[src/rtl/cmd_seq_buffer.sv]
// cmd_seq_buffer: command-byte buffer between the OLED control FSM and the
// SPI byte engine. One load captures up to DEPTH bytes. The bytes are then
// streamed one at a time over a valid/ready handshake. The final byte is
// flagged, and done pulses once the sequence has completed.
// Optional feature macro: CMD_DC_FLAG_EN adds a per-byte D/C flag
// (i_dc_bus in, o_dc out), so one load can mix command and pixel-data bytes.
module cmd_seq_buffer #(
    parameter int DATA_W = 8,
    parameter int DEPTH  = 16,
    parameter int CNT_W  = $clog2(DEPTH + 1)
) (
    input  logic                    i_clk,
    input  logic                    i_reset,
    input  logic                    i_clear,
    input  logic                    i_load,
    input  logic [CNT_W-1:0]        i_num_cmd,
    input  logic [DEPTH*DATA_W-1:0] i_cmd_bus,
`ifdef CMD_DC_FLAG_EN
    input  logic [DEPTH-1:0]        i_dc_bus,
    output logic                    o_dc,
`endif
    output logic                    o_busy,
    output logic                    o_load_err,
    output logic [DATA_W-1:0]       o_cmd,
    output logic                    o_cmd_valid,
    input  logic                    i_cmd_ready,
    output logic                    o_last_byte,
    output logic                    o_done
);

    typedef enum logic [1:0] {
        ST_IDLE,
        ST_STREAM,
        ST_DONE
    } state_t;

    state_t                  state_q, state_d;
    logic [CNT_W-1:0]        index_q, index_d;
    logic [CNT_W-1:0]        count_q, count_d;
    logic [DEPTH*DATA_W-1:0] storage_q, storage_d;
    logic [DATA_W-1:0]       cmd_q, cmd_d;
    logic                    cmd_valid_q, cmd_valid_d;
    logic                    last_q, last_d;
    logic                    busy_q, busy_d;
    logic                    done_q, done_d;
    logic                    load_err_q, load_err_d;
    logic [CNT_W-1:0]        load_count;
    logic [DATA_W-1:0]       next_byte;
`ifdef CMD_DC_FLAG_EN
    logic [DEPTH-1:0]        dc_store_q, dc_store_d;
    logic                    dc_q, dc_d;
    logic                    next_dc;
`endif

    // Saturate the requested count, and select the byte (and flag) that follows the current index.
    always_comb begin
        load_count = (i_num_cmd > CNT_W'(DEPTH)) ? CNT_W'(DEPTH) : i_num_cmd;
        next_byte  = '0;
`ifdef CMD_DC_FLAG_EN
        next_dc    = 1'b0;
`endif
        for (int k = 0; k < DEPTH; k++) begin
            if (index_q == CNT_W'(k)) begin
                next_byte = storage_q[k*DATA_W +: DATA_W];
`ifdef CMD_DC_FLAG_EN
                next_dc   = dc_store_q[k];
`endif
            end
        end
    end

    // Next-state logic. Clear overrides load, and load overrides the handshake.
    always_comb begin
        state_d     = state_q;
        index_d     = index_q;
        count_d     = count_q;
        storage_d   = storage_q;
        cmd_d       = cmd_q;
        cmd_valid_d = cmd_valid_q;
        done_d      = 1'b0;
        load_err_d  = 1'b0;
`ifdef CMD_DC_FLAG_EN
        dc_store_d  = dc_store_q;
        dc_d        = dc_q;
`endif
        if (i_clear) begin
            state_d     = ST_IDLE;
            index_d     = '0;
            count_d     = '0;
            storage_d   = '0;
            cmd_d       = '0;
            cmd_valid_d = 1'b0;
`ifdef CMD_DC_FLAG_EN
            dc_store_d  = '0;
            dc_d        = 1'b0;
`endif
        end else begin
            case (state_q)
                ST_IDLE: begin
                    if (i_load) begin
                        storage_d = i_cmd_bus;
                        count_d   = load_count;
`ifdef CMD_DC_FLAG_EN
                        dc_store_d = i_dc_bus;
`endif
                        if (load_count != '0) begin
                            state_d     = ST_STREAM;
                            index_d     = CNT_W'(1);
                            cmd_d       = i_cmd_bus[DATA_W-1:0];
                            cmd_valid_d = 1'b1;
`ifdef CMD_DC_FLAG_EN
                            dc_d        = i_dc_bus[0];
`endif
                        end else begin
                            state_d     = ST_DONE;
                            index_d     = '0;
                            cmd_d       = '0;
                            cmd_valid_d = 1'b0;
`ifdef CMD_DC_FLAG_EN
                            dc_d        = 1'b0;
`endif
                        end
                    end
                end
                ST_STREAM: begin
                    load_err_d = i_load;
                    if (cmd_valid_q && i_cmd_ready) begin
                        if (index_q < count_q) begin
                            index_d = index_q + CNT_W'(1);
                            cmd_d   = next_byte;
`ifdef CMD_DC_FLAG_EN
                            dc_d    = next_dc;
`endif
                        end else begin
                            state_d     = ST_DONE;
                            cmd_d       = '0;
                            cmd_valid_d = 1'b0;
`ifdef CMD_DC_FLAG_EN
                            dc_d        = 1'b0;
`endif
                        end
                    end
                end
                ST_DONE: begin
                    load_err_d = i_load;
                    done_d     = 1'b1;
                    state_d    = ST_IDLE;
                end
                default: begin
                    state_d = ST_IDLE;
                end
            endcase
        end
        busy_d = (state_d != ST_IDLE);
        last_d = cmd_valid_d && (index_d == count_d);
    end

    // State and registered outputs. Reset asynchronously to an empty, idle buffer.
    always_ff @(posedge i_clk or posedge i_reset) begin
        if (i_reset) begin
            state_q     <= ST_IDLE;
            index_q     <= '0;
            count_q     <= '0;
            storage_q   <= '0;
            cmd_q       <= '0;
            cmd_valid_q <= 1'b0;
            last_q      <= 1'b0;
            busy_q      <= 1'b0;
            done_q      <= 1'b0;
            load_err_q  <= 1'b0;
`ifdef CMD_DC_FLAG_EN
            dc_store_q  <= '0;
            dc_q        <= 1'b0;
`endif
        end else begin
            state_q     <= state_d;
            index_q     <= index_d;
            count_q     <= count_d;
            storage_q   <= storage_d;
            cmd_q       <= cmd_d;
            cmd_valid_q <= cmd_valid_d;
            last_q      <= last_d;
            busy_q      <= busy_d;
            done_q      <= done_d;
            load_err_q  <= load_err_d;
`ifdef CMD_DC_FLAG_EN
            dc_store_q  <= dc_store_d;
            dc_q        <= dc_d;
`endif
        end
    end

    assign o_busy      = busy_q;
    assign o_load_err  = load_err_q;
    assign o_cmd       = cmd_q;
    assign o_cmd_valid = cmd_valid_q;
    assign o_last_byte = last_q;
    assign o_done      = done_q;
`ifdef CMD_DC_FLAG_EN
    assign o_dc        = dc_q;
`endif

endmodule

[config.mk]
export PLATFORM = sky130hd
export DESIGN_NAME = cmd_seq_buffer
export DESIGN_NICKNAME = d
export VERILOG_FILES = /design/src/rtl/cmd_seq_buffer.sv
export SDC_FILE = /design/constraint.sdc
export NUM_CORES = 1
export LEC_CHECK = 0
export BUFFER_PORTS_ARGS = -buffer_cell sky130_fd_sc_hd__buf_2
export CAP_MARGIN = 20
export CORE_UTILIZATION = 56
export CTS_CLUSTER_DIAMETER = 80
export DETAILED_ROUTE_END_ITERATION = 16
export GPL_TIMING_DRIVEN = 0
export PLACE_DENSITY = 0.77
export SYNTH_ARGS = -nofsm -noshare
export SYNTH_HDL_FRONTEND = slang
export SYNTH_SLANG_ARGS = --single-unit
[constraint.sdc]
create_clock -name i_clk -period 5.2 [get_ports i_clk]
set_clock_uncertainty 0.15 [all_clocks]
set_input_delay 0 -clock i_clk [delete_from_list [all_inputs] [get_ports i_clk]]
set_output_delay 0 -clock i_clk [all_outputs]
set_load 0.02 [all_outputs]
# Word level (Yosys, flattened, before mapping)
# Cells that the tools add are included.
# word_totals
inputBits,138
wordCells,96
register_bits,153
output_inout_bits,13
# classes
n_mux,51
magnitude_cmp,2
reduce_logical,12
n_addsub,1
n_eq_ne,20
# ops
cell,count
$mux W128,3
$mux W8,21
$eq A5 B4 Y1 const B,8
$mux W5,8
$eq A5 B3 Y1 const B,4
$pmux W8 S2,1
$eq A5 B2 Y1 const B,2
$mux W1,10
$mux W2,5
$pmux W5 S2,1
$ne A3 B3 Y1 const B,2
$reduce_bool A2 Y1,3
$add A5 B1 Y5 const B,1
$eq A5 B1 Y1 const B,1
$eq A5 B5 Y1,1
$gt A5 B5 Y1 const B,1
$logic_not A5 Y1,1
$lt A5 B5 Y1,1
$reduce_bool A5 Y1,1
$pmux W2 S2,1
$reduce_and A3 Y1,1
$reduce_bool A3 Y1,1
$eq A2 B1 Y1 const B,1
$eq A2 B2 Y1 const B,1
other kinds (5),6

# Depth between registers and ports, before layout
# logic_depth
word_depth,21
mapped_depth,12
mapped_depth_nobuf,9

# Least setup slack after synthesis
# OpenSTA, ideal clock, no wires.
# synth_path
kind,register -> register
startpoint,register index_q[1]
endpoint,register cmd_q[3] (netlist: o_cmd[3])
t_arrival_ns,2.582
path_stages_with_launch,12
t_required_ns,4.913
path_slack_ns,2.331
period_less_slack_ns,2.869
setup_time_ns,0.137
path_cell_list,dfrtp_1 > ha_1 > buf_2 > clkbuf_1 > buf_1 > and3_1 > ha_1 > clkbuf_1 > clkbuf_1 > o221ai_1 > a222oi_1 > o31ai_1
# synth_via
elab_chain_len,21
elab_cells_between_ends,37
# synth_lines
item,line_no,rtl
"start, declared",38,"logic [CNT_W-1:0] index_q, index_d;"
"start signal, assigned",177,index_q <= index_d;
$logic_not A5 Y1,63,if (index_q == CNT_W'(k)) begin
$mux W8 (16 in series),63,
$mux W8 (*),128,if (index_q < count_q) begin
$mux W8 (*),127,if (cmd_valid_q && i_cmd_ready) begin
$pmux W8 S2 (*),98,case (state_q)
$mux W8 (*),86,if (i_clear) begin
"end signal, assigned",180,cmd_q <= cmd_d;
"end, declared",41,"logic [DATA_W-1:0] cmd_q, cmd_d;"
# Every way passes the cells marked *; elsewhere a longest branch is shown, timed or not. The select of a mux whose other input is x is not followed.
# A chain may end at the register's enable or synchronous reset.

# Final worst setup path
# Same ends and word-level chain as after synthesis.

==> reports/summary.txt <==
Final Slew Violations = 0
Rows = 43
Synth top area share = 0.4679
share of cells above drive strength 1 = 0.1650
post-synthesis mux area share = 0.009939
Hold Crit Class = in -> async
crit path from = index_q[1]
Reg2Reg Launch Point = index_q[1]
Post-Syn Area = 8183 um2
initial detailed-routing violation count = 1117
detailed-route DRC error count = 0
sequential share of power = 0.415
Critical Path Start Type = flop
largest net degree at the start of global routing = 83
most instantiated cells after synthesis = nand2_1 (306), a21oi_1 (188), dfrtp_1 (153)
xor/xnor share of the synthesized area = 0.004281
WL per Instance = 19.67 um
DP HPWL = 18370 um
via count = 9044
average via count per standard cell = 6.025
Final Hold Viols = 0
vias in the first global route = 8745
# nets final = 1458
IO Count = 151
critical path arrival = 4.12 ns
setup slack after layout = 1.219 ns
Die Width = 122.9 um
TritonCTS Buffers = 17
finished layout cell area = 11190 um2
sequential cell area fraction in the yosys report = 0.4679
VDD IR max = 0.0002326 V
WL final = 29530 um
PwrDens = 284.4 nW/um2
syn_area_per_cell = 8.183 um2
Mapped Cells = 1000
Critical R2R Capture = o_cmd[3]
Placed Area = 9191 um2
die area = 15100 um2
Comb pwr share = 0.167
first-pass GRT wire length = 45590 um
area of the multi-input gates = 3969 um2
number of port buffers = 150
core area = 14040 um2
initial antenna violation count = 0
Power Internal = 2.272 mW
Clock Sinks = 153
clock group share of total power = 0.418
Synth cell types = 72
remaining antenna violation count = 0
insertion delay to the later sink of the worst-skew pair = 0.43 ns
Synth area leader = dfrtp_1
yosys warns = 0
Storage cell area = 3829 um2
GRT Overall Usage = 0.4050
final core occ = 0.7970
post-CTS sizing = 0
CTS max path bufs = 2
Least-Margin Pin Slew = 0.9315 ns
Root Driver = clkbuf_16
Final Power = 3.183 mW
most common cell in the netlist = nand2_1
H-tree levels = 4
Worst Path Required = 5.34 ns
fmax = 251.2 MHz
grt ovf = 0
Synth Flop Type = dfrtp_1
worst-path maximum fanout = 10
Setup CP Type = reg -> reg
RSZ-0062 raised after global routing = no
Area Growth Syn to Fin = 36.77%
Worst Reg-to-Reg Cells = 11
Post-synth EDFFs = 0
status = finished, final reports clean
largest family of logic cells by synthesized area = compound AO/OA/AOI/OAI gates
Synth Area in Adders = 0.01835
Die H = 122.9 um
Max Cap Viol = 0
async set-reset flop share out of synthesis = 1.000
Reg2Reg Setup Slack = 1.22 ns
Initial Util = 0.5827
CTS tree = built
synth top area cells = dfrtp_1 (47%), nand2_1 (14%), a21oi_1 (11%)
post-synthesis simple-gate area fraction = 0.2261
# setup viols final = 0
Compound-Gate Fraction of Synth Area = 0.2263
Pre-Repair DR Iteration Count = 6
# fillers = 931
# diodes = 0
syn nets = 1150
Tmin final = 3.981 ns
Leak = 4.967 nW
critical path capture point type = flop
Yosys reg bits = 153
Switching Share = 0.2863
pre-CTS setup slack = 1.397 ns
switching power total = 911.4 uW
Clock transition at path regs = 0.07 ns
GP Congestion = 0.9406
Final Cycle Share = 0.7656
max_slew headroom = 0.3790
-- kinds of logic (layout without fill, tap and decap cells) --
kind of cell,count (synthesis),after routing
AND/OR/NAND/NOR,420,420
AO/OA/AOI/OAI,307,307
flip-flops,153,153
buffers and inverters,96,417
multiplexers,8,8
XOR/XNOR,4,4
adder cells (fa/ha/maj),12,12
-- flip-flops by register name, summed over array words and instances, names as in the netlist, 2 cells and up --
| register | cells |
|---|---|
| index_q | 5 |
| count_q | 5 |
| o_cmd | 8 |
| state_q | 2 |
| storage_q | 128 |
-- stage by stage --
step | instances | hold slack, ns | TNS [ns]
floorplan | 1000 | -0.07045 | 0
global placement | 1330 | 0.08771 | -108.30
detailed placement | 1331 | -0.004821 | 0
CTS | 1501 | 0.06927 | 0
global route | 1501 | 0.1400 | 0
finish | 1501 | 0.05892 | 0
-- metal layers --
metal / global-route usage / routed length (um) / share of wire
met1: 0.5402 / 11700 / 0.40
met2: 0.6548 / 14040 / 0.48
met3: 0.07946 / 2809 / 0.095
met4: 0.1486 / 980 / 0.033
met5: 0 / 0 / 0
-- power by group through the flow --
stage / sequential (mW) / clock [mW] / combinational (mW)
after global routing: 1.33 / 1.38 / 0.576
after detailed placement: 1.34 / 0 / 0.425
after global placement: 1.34 / 0 / 0.416
after CTS: 1.32 / 1.32 / 0.507
after floorplan: 1.33 / 0 / 0.260
final: 1.32 / 1.33 / 0.531
-- final cells by class --
cell class                      count  area share
Sequential cell                   153      0.3421
Tap cell                          180     0.02012
Clock buffer                       20     0.04080
Timing Repair Buffer              289      0.1930
Buffer                             76     0.02772
Inverter                           20    0.007155
Clock inverter                     12     0.01453
Multi-Input combinational cell    751      0.3546
-- cell usage in the layout (no fill, tap or decap), drive strengths merged, types with 3 or more instances in the layout --
cell type / Yosys / layout
a2111oi: 3 / 3
a211oi: 6 / 6
a21oi: 188 / 188
a221o: 4 / 4
a221oi: 9 / 9
a222oi: 4 / 4
a22oi: 8 / 8
a31oi: 3 / 3
and2: 3 / 3
and3: 5 / 5
buf: 25 / 176
bufinv: 0 / 3
clkbuf: 51 / 71
clkinv: 0 / 4
dfrtp: 153 / 153
dlygate4sd3: 0 / 138
ha: 12 / 12
inv: 20 / 24
mux2i: 7 / 7
nand2: 306 / 306
nand2b: 11 / 11
nand3: 9 / 9
nand3b: 10 / 10
nand4b: 5 / 5
nor2: 29 / 29
nor2b: 14 / 14
nor3: 7 / 7
o211ai: 8 / 8
o21ai: 37 / 37
o221ai: 5 / 5
o22ai: 7 / 7
o31ai: 4 / 4
or2: 5 / 5
or3: 4 / 4
-- critical path: stages (launching register included) --
cell	delay, ns
dfrtp_1	0.49
ha_1	0.20
buf_2	0.25
clkbuf_1	0.49
buf_1	0.47
and3_1	0.24
ha_1	0.14
clkbuf_1	0.39
clkbuf_1	0.38
o221ai_1	0.22
a222oi_1	0.28
o31ai_1	0.12
-- worst max path at each step --
| stage | endpoint | depth (start not counted) | slack, ns |
|---|---|---|---|
| 2_1_floorplan | count_q[0] | 1 | 0.93 |
| 3_3_place_gp | o_last_byte | 2 | -0.72 |
| 3_5_place_dp | o_cmd[3] | 11 | 1.40 |
| 4_1_cts | o_cmd[3] | 11 | 1.38 |
| 5_1_grt | o_cmd[3] | 11 | 1.09 |
| 6_report | o_cmd[3] | 11 | 1.22 |
-- repair_timing --
action	4_1_cts	5_1_grt
endpoints found under the hold margin	218	0
hold buffers	138	0
setup buffers	0	0
Note: power is estimated with default switching activity, not from simulation.
